`src/rtl/sphn_pong_pkg.sv`:
```
// Shared types, default parameters and helpers for the pong paddle controller.
// Imported by the per-player axis and the top-level controller.
package sphn_pong_pkg;

    typedef enum logic [1:0] {
        ST_IDLE   = 2'd0,
        ST_ACCEL  = 2'd1,
        ST_CRUISE = 2'd2
    } axis_state_e;

    localparam int DEF_NUM_PLAYERS  = 2;
    localparam int DEF_Y_WIDTH      = 10;
    localparam int DEF_SCREEN_H     = 480;
    localparam int DEF_PADDLE_H     = 64;
    localparam int DEF_MAX_SPEED    = 8;
    localparam int DEF_ACCEL_FRAMES = 4;
    localparam int DEF_AI_SPEED     = 3;

    function automatic int centre_pos(input int screen_h, input int paddle_h);
        return (screen_h - paddle_h) / 2;
    endfunction

endpackage

```
`src/rtl/sphn_paddle_axis.sv`:
```
// One paddle: input synchroniser, IDLE/ACCEL/CRUISE speed machine, AI tracker
// and clamped position register. All state advances only on frame ticks.
module sphn_paddle_axis
    import sphn_pong_pkg::*;
#(
    parameter int Y_WIDTH      = DEF_Y_WIDTH,
    parameter int SCREEN_H     = DEF_SCREEN_H,
    parameter int PADDLE_H     = DEF_PADDLE_H,
    parameter int MAX_SPEED    = DEF_MAX_SPEED,
    parameter int ACCEL_FRAMES = DEF_ACCEL_FRAMES,
    parameter int AI_SPEED     = DEF_AI_SPEED
) (
    input  logic               clk,
    input  logic               rst_n,
    input  logic               frame_tick,
    input  logic               up,
    input  logic               down,
    input  logic               human,
    input  logic [Y_WIDTH-1:0] ball_y,
    output logic [Y_WIDTH-1:0] paddle_y,
    output logic               moving
);

    localparam int PW    = Y_WIDTH + 2;
    localparam int SPD_W = $clog2(MAX_SPEED + 1);
    localparam int CNT_W = (ACCEL_FRAMES > 1) ? $clog2(ACCEL_FRAMES) : 1;

    typedef logic signed [PW-1:0] spos_t;

    localparam spos_t              Y_MAX    = spos_t'(SCREEN_H - PADDLE_H);
    localparam spos_t              HALF_H   = spos_t'(PADDLE_H / 2);
    localparam spos_t              AI_STEP  = spos_t'(AI_SPEED);
    localparam logic [Y_WIDTH-1:0] Y_CENTRE = Y_WIDTH'(centre_pos(SCREEN_H, PADDLE_H));
    localparam logic [SPD_W-1:0]   SPD_ONE  = SPD_W'(1);
    localparam logic [SPD_W-1:0]   SPD_MAX  = SPD_W'(MAX_SPEED);
    localparam logic [CNT_W-1:0]   CNT_ONE  = CNT_W'(1);
    localparam logic [CNT_W-1:0]   CNT_LAST = CNT_W'(ACCEL_FRAMES - 1);
    localparam axis_state_e        ENTRY_ST = (MAX_SPEED > 1) ? ST_ACCEL : ST_CRUISE;

    function automatic logic [Y_WIDTH-1:0] clamp_pos(input spos_t v);
        spos_t c;
        if (v < spos_t'(0)) begin
            c = spos_t'(0);
        end else if (v > Y_MAX) begin
            c = Y_MAX;
        end else begin
            c = v;
        end
        return c[Y_WIDTH-1:0];
    endfunction

    logic [2:0]         meta_r, sync_r;
    logic               up_s, down_s, human_s;
    axis_state_e        state_r, state_s;
    logic [SPD_W-1:0]   speed_r, speed_s, speed_inc_s;
    logic [CNT_W-1:0]   cnt_r, cnt_s;
    logic               dir_up_r, dir_up_s;
    logic               mode_r, mode_s;
    logic [Y_WIDTH-1:0] pos_r, pos_nxt_s;
    logic               moving_r;
    spos_t              pos_ext_s, target_s, diff_s, delta_s;

    assign up_s    = sync_r[0];
    assign down_s  = sync_r[1];
    assign human_s = sync_r[2];

    // Two-flop synchroniser for the asynchronous buttons and mode select
    always_ff @(posedge clk or negedge rst_n) begin
        if (!rst_n) begin
            meta_r <= 3'b000;
            sync_r <= 3'b000;
        end else begin
            meta_r <= {human, down, up};
            sync_r <= meta_r;
        end
    end

    // Next speed/state and signed position step for the coming frame tick
    always_comb begin
        state_s     = state_r;
        speed_s     = speed_r;
        cnt_s       = cnt_r;
        dir_up_s    = dir_up_r;
        mode_s      = mode_r;
        delta_s     = spos_t'(0);
        speed_inc_s = speed_r + SPD_ONE;
        pos_ext_s   = spos_t'({2'b00, pos_r});
        target_s    = spos_t'({2'b00, clamp_pos(spos_t'({2'b00, ball_y}) - HALF_H)});
        diff_s      = target_s - pos_ext_s;
        if (human_s != mode_r) begin
            // Mode switch costs one tick: everything parks before the new mode acts
            mode_s  = human_s;
            state_s = ST_IDLE;
            speed_s = '0;
            cnt_s   = '0;
        end else if (mode_r) begin
            if (up_s == down_s) begin
                state_s = ST_IDLE;
                speed_s = '0;
                cnt_s   = '0;
            end else if ((state_r == ST_IDLE) || (up_s != dir_up_r)) begin
                state_s  = ENTRY_ST;
                speed_s  = SPD_ONE;
                cnt_s    = '0;
                dir_up_s = up_s;
            end else if (state_r == ST_ACCEL) begin
                if (cnt_r == CNT_LAST) begin
                    speed_s = speed_inc_s;
                    cnt_s   = '0;
                    state_s = (speed_inc_s >= SPD_MAX) ? ST_CRUISE : ST_ACCEL;
                end else begin
                    cnt_s = cnt_r + CNT_ONE;
                end
            end else begin
                state_s = ST_CRUISE;
                speed_s = SPD_MAX;
            end
            if (up_s != down_s) begin
                delta_s = up_s ? -spos_t'(speed_s) : spos_t'(speed_s);
            end else begin
                delta_s = spos_t'(0);
            end
        end else begin
            state_s = ST_IDLE;
            speed_s = '0;
            cnt_s   = '0;
            if ((diff_s <= AI_STEP) && (diff_s >= -AI_STEP)) begin
                delta_s = diff_s;
            end else if (diff_s < spos_t'(0)) begin
                delta_s = -AI_STEP;
            end else begin
                delta_s = AI_STEP;
            end
        end
        pos_nxt_s = clamp_pos(pos_ext_s + delta_s);
    end

    // Frame-tick state update and registered outputs
    always_ff @(posedge clk or negedge rst_n) begin
        if (!rst_n) begin
            state_r  <= ST_IDLE;
            speed_r  <= '0;
            cnt_r    <= '0;
            dir_up_r <= 1'b0;
            mode_r   <= 1'b0;
            pos_r    <= Y_CENTRE;
            moving_r <= 1'b0;
        end else if (frame_tick) begin
            state_r  <= state_s;
            speed_r  <= speed_s;
            cnt_r    <= cnt_s;
            dir_up_r <= dir_up_s;
            mode_r   <= mode_s;
            pos_r    <= pos_nxt_s;
            moving_r <= (pos_nxt_s != pos_r);
        end
    end

    assign paddle_y = pos_r;
    assign moving   = moving_r;

endmodule

```
`src/rtl/sphn_paddle_ctrl.sv`:
```
// Pong paddle controller: one independent sphn_paddle_axis per player,
// outputs packed player-major into o_paddle_y.
module sphn_paddle_ctrl
    import sphn_pong_pkg::*;
#(
    parameter int NUM_PLAYERS  = DEF_NUM_PLAYERS,
    parameter int Y_WIDTH      = DEF_Y_WIDTH,
    parameter int SCREEN_H     = DEF_SCREEN_H,
    parameter int PADDLE_H     = DEF_PADDLE_H,
    parameter int MAX_SPEED    = DEF_MAX_SPEED,
    parameter int ACCEL_FRAMES = DEF_ACCEL_FRAMES,
    parameter int AI_SPEED     = DEF_AI_SPEED
) (
    input  logic                           clk,
    input  logic                           rst_n,
    input  logic                           i_frame_tick,
    input  logic [NUM_PLAYERS-1:0]         i_up,
    input  logic [NUM_PLAYERS-1:0]         i_down,
    input  logic [NUM_PLAYERS-1:0]         i_human,
    input  logic [Y_WIDTH-1:0]             i_ball_y,
    output logic [NUM_PLAYERS*Y_WIDTH-1:0] o_paddle_y,
    output logic [NUM_PLAYERS-1:0]         o_moving
);

    genvar k;
    generate
        for (k = 0; k < NUM_PLAYERS; k++) begin : g_axis
            sphn_paddle_axis #(
                .Y_WIDTH      (Y_WIDTH),
                .SCREEN_H     (SCREEN_H),
                .PADDLE_H     (PADDLE_H),
                .MAX_SPEED    (MAX_SPEED),
                .ACCEL_FRAMES (ACCEL_FRAMES),
                .AI_SPEED     (AI_SPEED)
            ) u_axis (
                .clk        (clk),
                .rst_n      (rst_n),
                .frame_tick (i_frame_tick),
                .up         (i_up[k]),
                .down       (i_down[k]),
                .human      (i_human[k]),
                .ball_y     (i_ball_y),
                .paddle_y   (o_paddle_y[k*Y_WIDTH +: Y_WIDTH]),
                .moving     (o_moving[k])
            );
        end
    endgenerate

endmodule

```
`config.mk`:
```
export PLATFORM = sky130hd
export DESIGN_NAME = sphn_paddle_ctrl
export DESIGN_NICKNAME = d
export VERILOG_FILES = /design/src/rtl/sphn_pong_pkg.sv /design/src/rtl/sphn_paddle_axis.sv /design/src/rtl/sphn_paddle_ctrl.sv
export SDC_FILE = /design/constraint.sdc
export NUM_CORES = 1
export LEC_CHECK = 0
export CAP_MARGIN = 20
export CORE_UTILIZATION = 30
export CTS_CLUSTER_DIAMETER = 120
export DETAILED_ROUTE_END_ITERATION = 16
export HOLD_SLACK_MARGIN = 0.1
export PLACE_DENSITY = 0.45
export SYNTH_ARGS = -nofsm -noshare
export SYNTH_HDL_FRONTEND = slang
export SYNTH_SLANG_ARGS = --single-unit
```
`constraint.sdc`:
```
create_clock -name clk -period 9.2 [get_ports clk]
set_input_delay 2.76 -clock clk [delete_from_list [all_inputs] [get_ports clk]]
set_output_delay 2.76 -clock clk [all_outputs]
set_load 0.05 [all_outputs]
```
Word-level counts from Yosys, hierarchy flattened. Index checks and enable logic that the tools add are counted.

Add/sub/neg operators: 11. $mul: 0. Divide/modulo/power cells: 0. Magnitude comparators: 14. Equality and inequality tests: 18. Shift operators: 0. Multiplexer cells: 60. Bitwise operators: 4. Reductions and logical operators: 14.

Operator list (count): $mux 12 (12); $mux 4 (16); $mux 10 (6); $mux 2 (26); $lt 12x1->1 const B (4); $add 11x12->12 (2); $ge 12x3->1 const B (2); $gt 12x10->1 const B (2); $le 12x3->1 const B (2); $neg 4->12 (2); $sub 10x10->11 (2); $ne 10x10->1 (2); $ne 6x6->1 const B (2); $reduce_and 2->1 (6); $gt 11x10->1 const B (1); $lt 11x1->1 const B (1); $sub 10x6->11 const B (1); $ne 5x5->1 const B (2); $reduce_and 5->1 (2); $add 4x1->4 const B (2); $ge 4x4->1 const B (2); $ne 1x1->1 (6); $add 2x1->2 const B (2); $eq 2x1->1 const B (2); 6 further kinds (14).

Register bits: 54. Bits in latches: 0. Memory bits (writable): 0. Memory bits (read-only): 0. Input port bits: 19. Output and inout bits: 22. Word-level logic and storage cells: 139. Memories kept: 0.

Depth between registers and ports, before layout. Gate-level depths: netlist of run 1.

Depth after elaboration: 17. Mapped depth: 34.

By module. A second synthesis of run 1 with hierarchy kept.

Cells, all modules: 770. Area total of the unflattened synthesis: 6203.4 um^2.

By module, submodules not included: sphn_paddle_axis at g_axis[0].u_axis (times used 1, cells each 385, area each 3109.2 um^2, sequential area each 679.4 um^2); sphn_paddle_axis at g_axis[1].u_axis (times used 1, cells each 385, area each 3094.2 um^2, sequential area each 679.4 um^2).

Worst setup path before layout of run 1. OpenSTA, ideal clock, no wires.

Kind: input to register. From: input port i_ball_y[6]. To: register g_axis[1].u_axis.moving_r. Arrival: 9.273 ns. Required time: 9.074 ns. Path slack: -0.199 ns. Stages on the path: 33. Buffers on the path: 0. Cell sequence: inv_1 -> ha_1 -> nor3b_1 -> xnor2_1 -> nand2_1 -> a21oi_1 -> nand2_1 -> xnor2_1 -> ha_1 -> nor2_1 -> a211oi_1 -> o221ai_1 -> a21oi_2 -> a21o_1 -> a211o_1 -> a2111o_1 -> nor4b_1 -> nand2_1 -> mux2i_1 -> a221oi_1 -> ha_1 -> fa_1 -> a211oi_1 -> o21ai_0 -> a31oi_1 -> xnor2_1 -> and2b_1 -> a21oi_1 -> nand2_1 -> o21ai_1 -> a32o_1 -> o31ai_1 -> o32a_1.

Word-level cells in the longest chain between the ends: 15.

Ends and longest elaborated chain: from (decl) (line sphn_paddle_ctrl.sv:20) `input logic [Y_WIDTH-1:0] i_ball_y,`; $sub 10x6->11 (*) (line sphn_paddle_axis.sv:88) `target_s = spos_t'({2'b00, clamp_pos(spos_t'({2'b00, ball_y}) - HALF_H)});`; $gt 11x10->1 (line sphn_paddle_axis.sv:44) `end else if (v > Y_MAX) begin`; $mux 10 (line sphn_paddle_axis.sv:44); $mux 10 (*) (line sphn_paddle_axis.sv:42) `if (v < spos_t'(0)) begin`; $sub 10x10->11 (*) (line sphn_paddle_axis.sv:89) `diff_s = target_s - pos_ext_s;`; $lt 12x1->1, or another cell as far along (line sphn_paddle_axis.sv:129) `end else if (diff_s < spos_t'(0)) begin`; $mux 12 or $logic_and 1x1->1 (tied branches) (line sphn_paddle_axis.sv:129, sphn_paddle_axis.sv:127); $mux 12 (*) (line sphn_paddle_axis.sv:127) `if ((diff_s <= AI_STEP) && (diff_s >= -AI_STEP)) begin`; $mux 12 (*) (line sphn_paddle_axis.sv:96) `end else if (mode_r) begin`; $mux 12 (*) (line sphn_paddle_axis.sv:90) `if (human_s != mode_r) begin`; $add 11x12->12 (*) (line sphn_paddle_axis.sv:135) `pos_nxt_s = clamp_pos(pos_ext_s + delta_s);`; $gt 12x10->1 (line sphn_paddle_axis.sv:44); $mux 10 (line sphn_paddle_axis.sv:44); $mux 10 (*) (line sphn_paddle_axis.sv:42); $ne 10x10->1 (*) (line sphn_paddle_axis.sv:155) `moving_r <= (pos_nxt_s != pos_r);`; to (signal assigned) (line sphn_paddle_axis.sv:155); to (decl) (line sphn_paddle_axis.sv:60) `logic moving_r;`.

Every way passes the cells marked *; elsewhere a longest branch is shown, timed or not. A chain may end at the register's enable or synchronous reset.

Final worst setup path of run 1.
From: input port i_ball_y[8]. To: register g_axis[1].u_axis.moving_r.

Same word-level chain as after synthesis.

==> results.tsv, run 1 <==
stage	metric	value	unit
routing	antenna-violating nets left	0	
critical_path	Critical Path Sink Type	register	
logic_synthesis	most common flop cell mapped by yosys	dfrtp_1	
routing	vias after detailed routing	6020	
timing	Slew headroom	47.7	%
place	dpl ws	-0.678	ns
logic_synthesis	Post-synth ARST share	100	%
die	chip width	142	µm
timing	Final Cycle Share	96.2	%
timing	Setup TNS Final	0	ns
die	# IOs	41	
timing	worst-margin pin slew	0.778	ns
die	Initial Util	30.5	%
critical_path	r2r setup slk	3.35	ns
critical_path	Worst Setup Path Type	in2reg	
timing	Max Clock Freq	113	MHz
flow_run	Max-Cap Viols	0	
logic_synthesis	post-synthesis xor/xnor area fraction	8.16	%
logic_synthesis	Seq/Total Area, Yosys	23.0	%
critical_path	slowest stage cell, crit path	clkdlybuf4s50_1	
finish	# diodes	0	
logic_synthesis	mean post-synth cell area	7.95	µm²
logic_synthesis	adder-cell area share of the yosys netlist	11.2	%
worst_hold_path	cell depth of the worst hold path	0	
critical_path	Crit path required time	9.40	ns
routing	DRC	0	
finish	most frequent cells in the layout	116 x buf_4, 69 x nand2_1, 64 x nor2_1, 48 x dfrtp_1, 47 x inv_1	
place	Cells after DPL	1143	
power	PwrDens	346	nW/µm²
finish	layout cells sized above 1	25.4	%
timing	Final min period	8.85	ns
worst_hold_path	WHS Endpoint	g_axis[1].u_axis.sync_r[1]	
place	Final GP Congestion	0.855	
critical_path	CP arrival	9.05	ns
global_route	largest net degree at the start of global routing	61	
critical_path	Setup crit start kind	primary input	
logic_synthesis	Cells after Synth	744	
routing	DR vias/cell	5.20	
clocking	TritonCTS clock tree	built	
routing	total wire length	18100	µm
die	die area	20300	µm²
logic_synthesis	post-synth top area share	20.3	%
place	port bufs	40	
clocking	maximum clock insertion buffer count	2	
logic_synthesis	simple-gate share of the synthesized area	22.3	%
status	outcome	finished clean	
finish	commonest non-fill, non-tap cell in the layout	buf_4	
global_route	initial antenna violation count	0	
worst_hold_path	Worst Hold Class	reg2reg	
timing	setup slack after layout	0.346	ns
clocking	CTS clk-pin slew, worst paths	0.08	ns
logic_synthesis	synthesized flop and latch total	54	
global_route	total gr overflow	0	
timing	Hold Vio Cnt, Final	0	
timing	Setup-failing EPs final	0	
logic_synthesis	largest cells by area after synthesis	dfrtp_1 20%, ha_1 11%, xnor2_1 5.2%	
logic_synthesis	mux share of post-synthesis cell area	2.14	%
clocking	CTS Buf Count	5	
logic_synthesis	Post-synth EDFFs	0	
finish	nets	962	
global_route	vias in the first global route	5866	
die	core area	19400	µm²
critical_path	crit path from	i_ball_y[8]	
global_route	gr usage total	17.9	%
critical_path	crit path max fanout	5	
logic_synthesis	Synth Area in Compound Gates	27.9	%
timing	WHS	0.353	ns
power	Leakage	3.45	nW
finish	Synth-to-Final Area Change	33.8	%
power	Worst VDD drop	0.119	mV
die	FP Rows	51	
clocking	CTS sink cnt	54	
routing	drt first pass iters	5	
die	die height	142	µm
critical_path	reg2reg end	g_axis[1].u_axis.moving	
logic_synthesis	leading area contributor after synthesis	dfrtp_1	
logic_synthesis	Syn. warnings	0	
critical_path	Worst path max stage delay	0.47	ns
global_route	first-pass GRT wire length	29100	µm
worst_hold_path	min-delay src	g_axis[1].u_axis.meta_r[1]	
routing	WL per Instance	15.6	µm
clocking	CTS H-tree lvls	2	
critical_path	reg-to-reg startpoint	g_axis[1].u_axis.paddle_y[1]	
logic_synthesis	largest family of logic cells by synthesized area	compound AO/OA/AOI/OAI gates	
timing	Final Max Slew Viols	0	
clocking	clock latency on the worst-skew pair	0.31	ns
place	DP HPWL	13900	µm
finish	Post-Layout Cell Count	1157	
routing	1st-iter DRT viols	324	
clocking	CTS root buf	clkbuf_16	
logic_synthesis	Post-Syn Area	5920	µm²
logic_synthesis	Yosys cell types	90	
critical_path	cells on worst reg2reg path	28	
timing	Max Clock Skew	0.0122	ns
## synth_stat cells (7+ instances only)
library cell and instances:
nor2b_1 10, xor2_1 17, nand2b_1 10, xnor2_1 35, nor2_1 68, a21o_1 16, o21ai_0 32, o22ai_1 24
nand3_1 19, dfrtp_1 48, a21oi_1 44, nor3_1 23, a31oi_1 17, a211oi_1 13, clkbuf_1 13, ha_1 50
and2_1 9, mux2i_1 7, nand2_1 73, inv_1 50
## worst max-delay path: cells and delay by family
kind,cells,cell delay [ns]
AO/OA/AOI/OAI,17,3.17
XOR/XNOR,3,0.50
adder cells (fa/ha/maj),3,0.79
buffers and inverters,3,0.75
multiplexers,1,0.19
AND/OR/NAND/NOR,6,0.92
## cell type report
cell class | count | area [µm²]
Timing Repair Buffer | 159 | 1310
Clock inverter | 2 | 15.0
Tap cell | 265 | 332
Clock buffer | 6 | 129
Multi-Input combinational cell | 619 | 4580
Sequential cell | 54 | 1360
Inverter | 52 | 195
Fill cell | 2001 | 11500
## metal layers
layer / up-vias / share of wire (%) / global-route usage (%)
met5: - / 0 / 0
met2: 117 / 44 / 28.3
met1: 2853 / 51 / 25.8
met3: 20 / 3.7 / 2.52
met4: 0 / 1.2 / 3.28
li1: 3030 / - / -
## metrics by stage
stage	util [%]	area (µm²)	power, mW
floorplan	-	5930	1.62
global placement	38.1	7380	2.32
detailed placement	38.1	7380	2.33
CTS	39.3	7630	2.60
global route	40.8	7920	2.96
finish	40.8	7920	2.74
## cells by family after synthesis
family,Yosys count
AOI/OAI and AO/OA,236
xor gates and xnor gates,53
adders and majority gates,52
buffers and inverters,72
DFF,54
muxes,12
other,1
and+or+nand+nor,264
## state kept, by name (all words and copies together) (netlist names), 4 cells and up
signal                  cells
g_axis.u_axis.paddle_y     20
g_axis.u_axis.speed_r       8
g_axis.u_axis.meta_r        6
g_axis.u_axis.sync_r        6
g_axis.u_axis.cnt_r         4
g_axis.u_axis.state_r       4
## what timing repair did
item | 4_1_cts | 5_1_grt
pin swaps | 8 | 28
hold buffers | 0 | 0
buffers inserted | 2 | 4
endpoints found under the setup margin | 6 | 20
resized for setup | 19 | 56
## how the worst max path moves through the flow
stage | cells past startpoint | end | slack [ns]
floorplan | 33 | g_axis[1].u_axis.moving | 0.04
global placement | 33 | g_axis[1].u_axis.moving | -0.46
detailed placement | 34 | g_axis[1].u_axis.moving | -0.68
CTS | 36 | g_axis[1].u_axis.moving | -0.002
global route | 32 | g_axis[1].u_axis.moving | -0.03
finish | 33 | g_axis[1].u_axis.moving | 0.35
## where the power goes
part / total (mW) / leakage [nW] / internal, mW / switching [mW]
Clock: 0.203 / 0.0631 / 0.102 / 0.102
Sequential: 0.377 / 0.666 / 0.289 / 0.0881
Combinational: 2.16 / 2.72 / 1.00 / 1.15
(Power assumes the default switching activity.)
==> inputs of run 2 (changes only) <==
- ABC_CLOCK_PERIOD_IN_PS: unset -> 9200
==> results of run 2 <==
Final layout, timing and power as in run 1 (identical DEF).
==> inputs of run 3 (changes only) <==
- GPL_ROUTABILITY_DRIVEN: unset -> 0
==> results of run 3 <==
Final layout, timing and power as in run 1 (identical DEF).
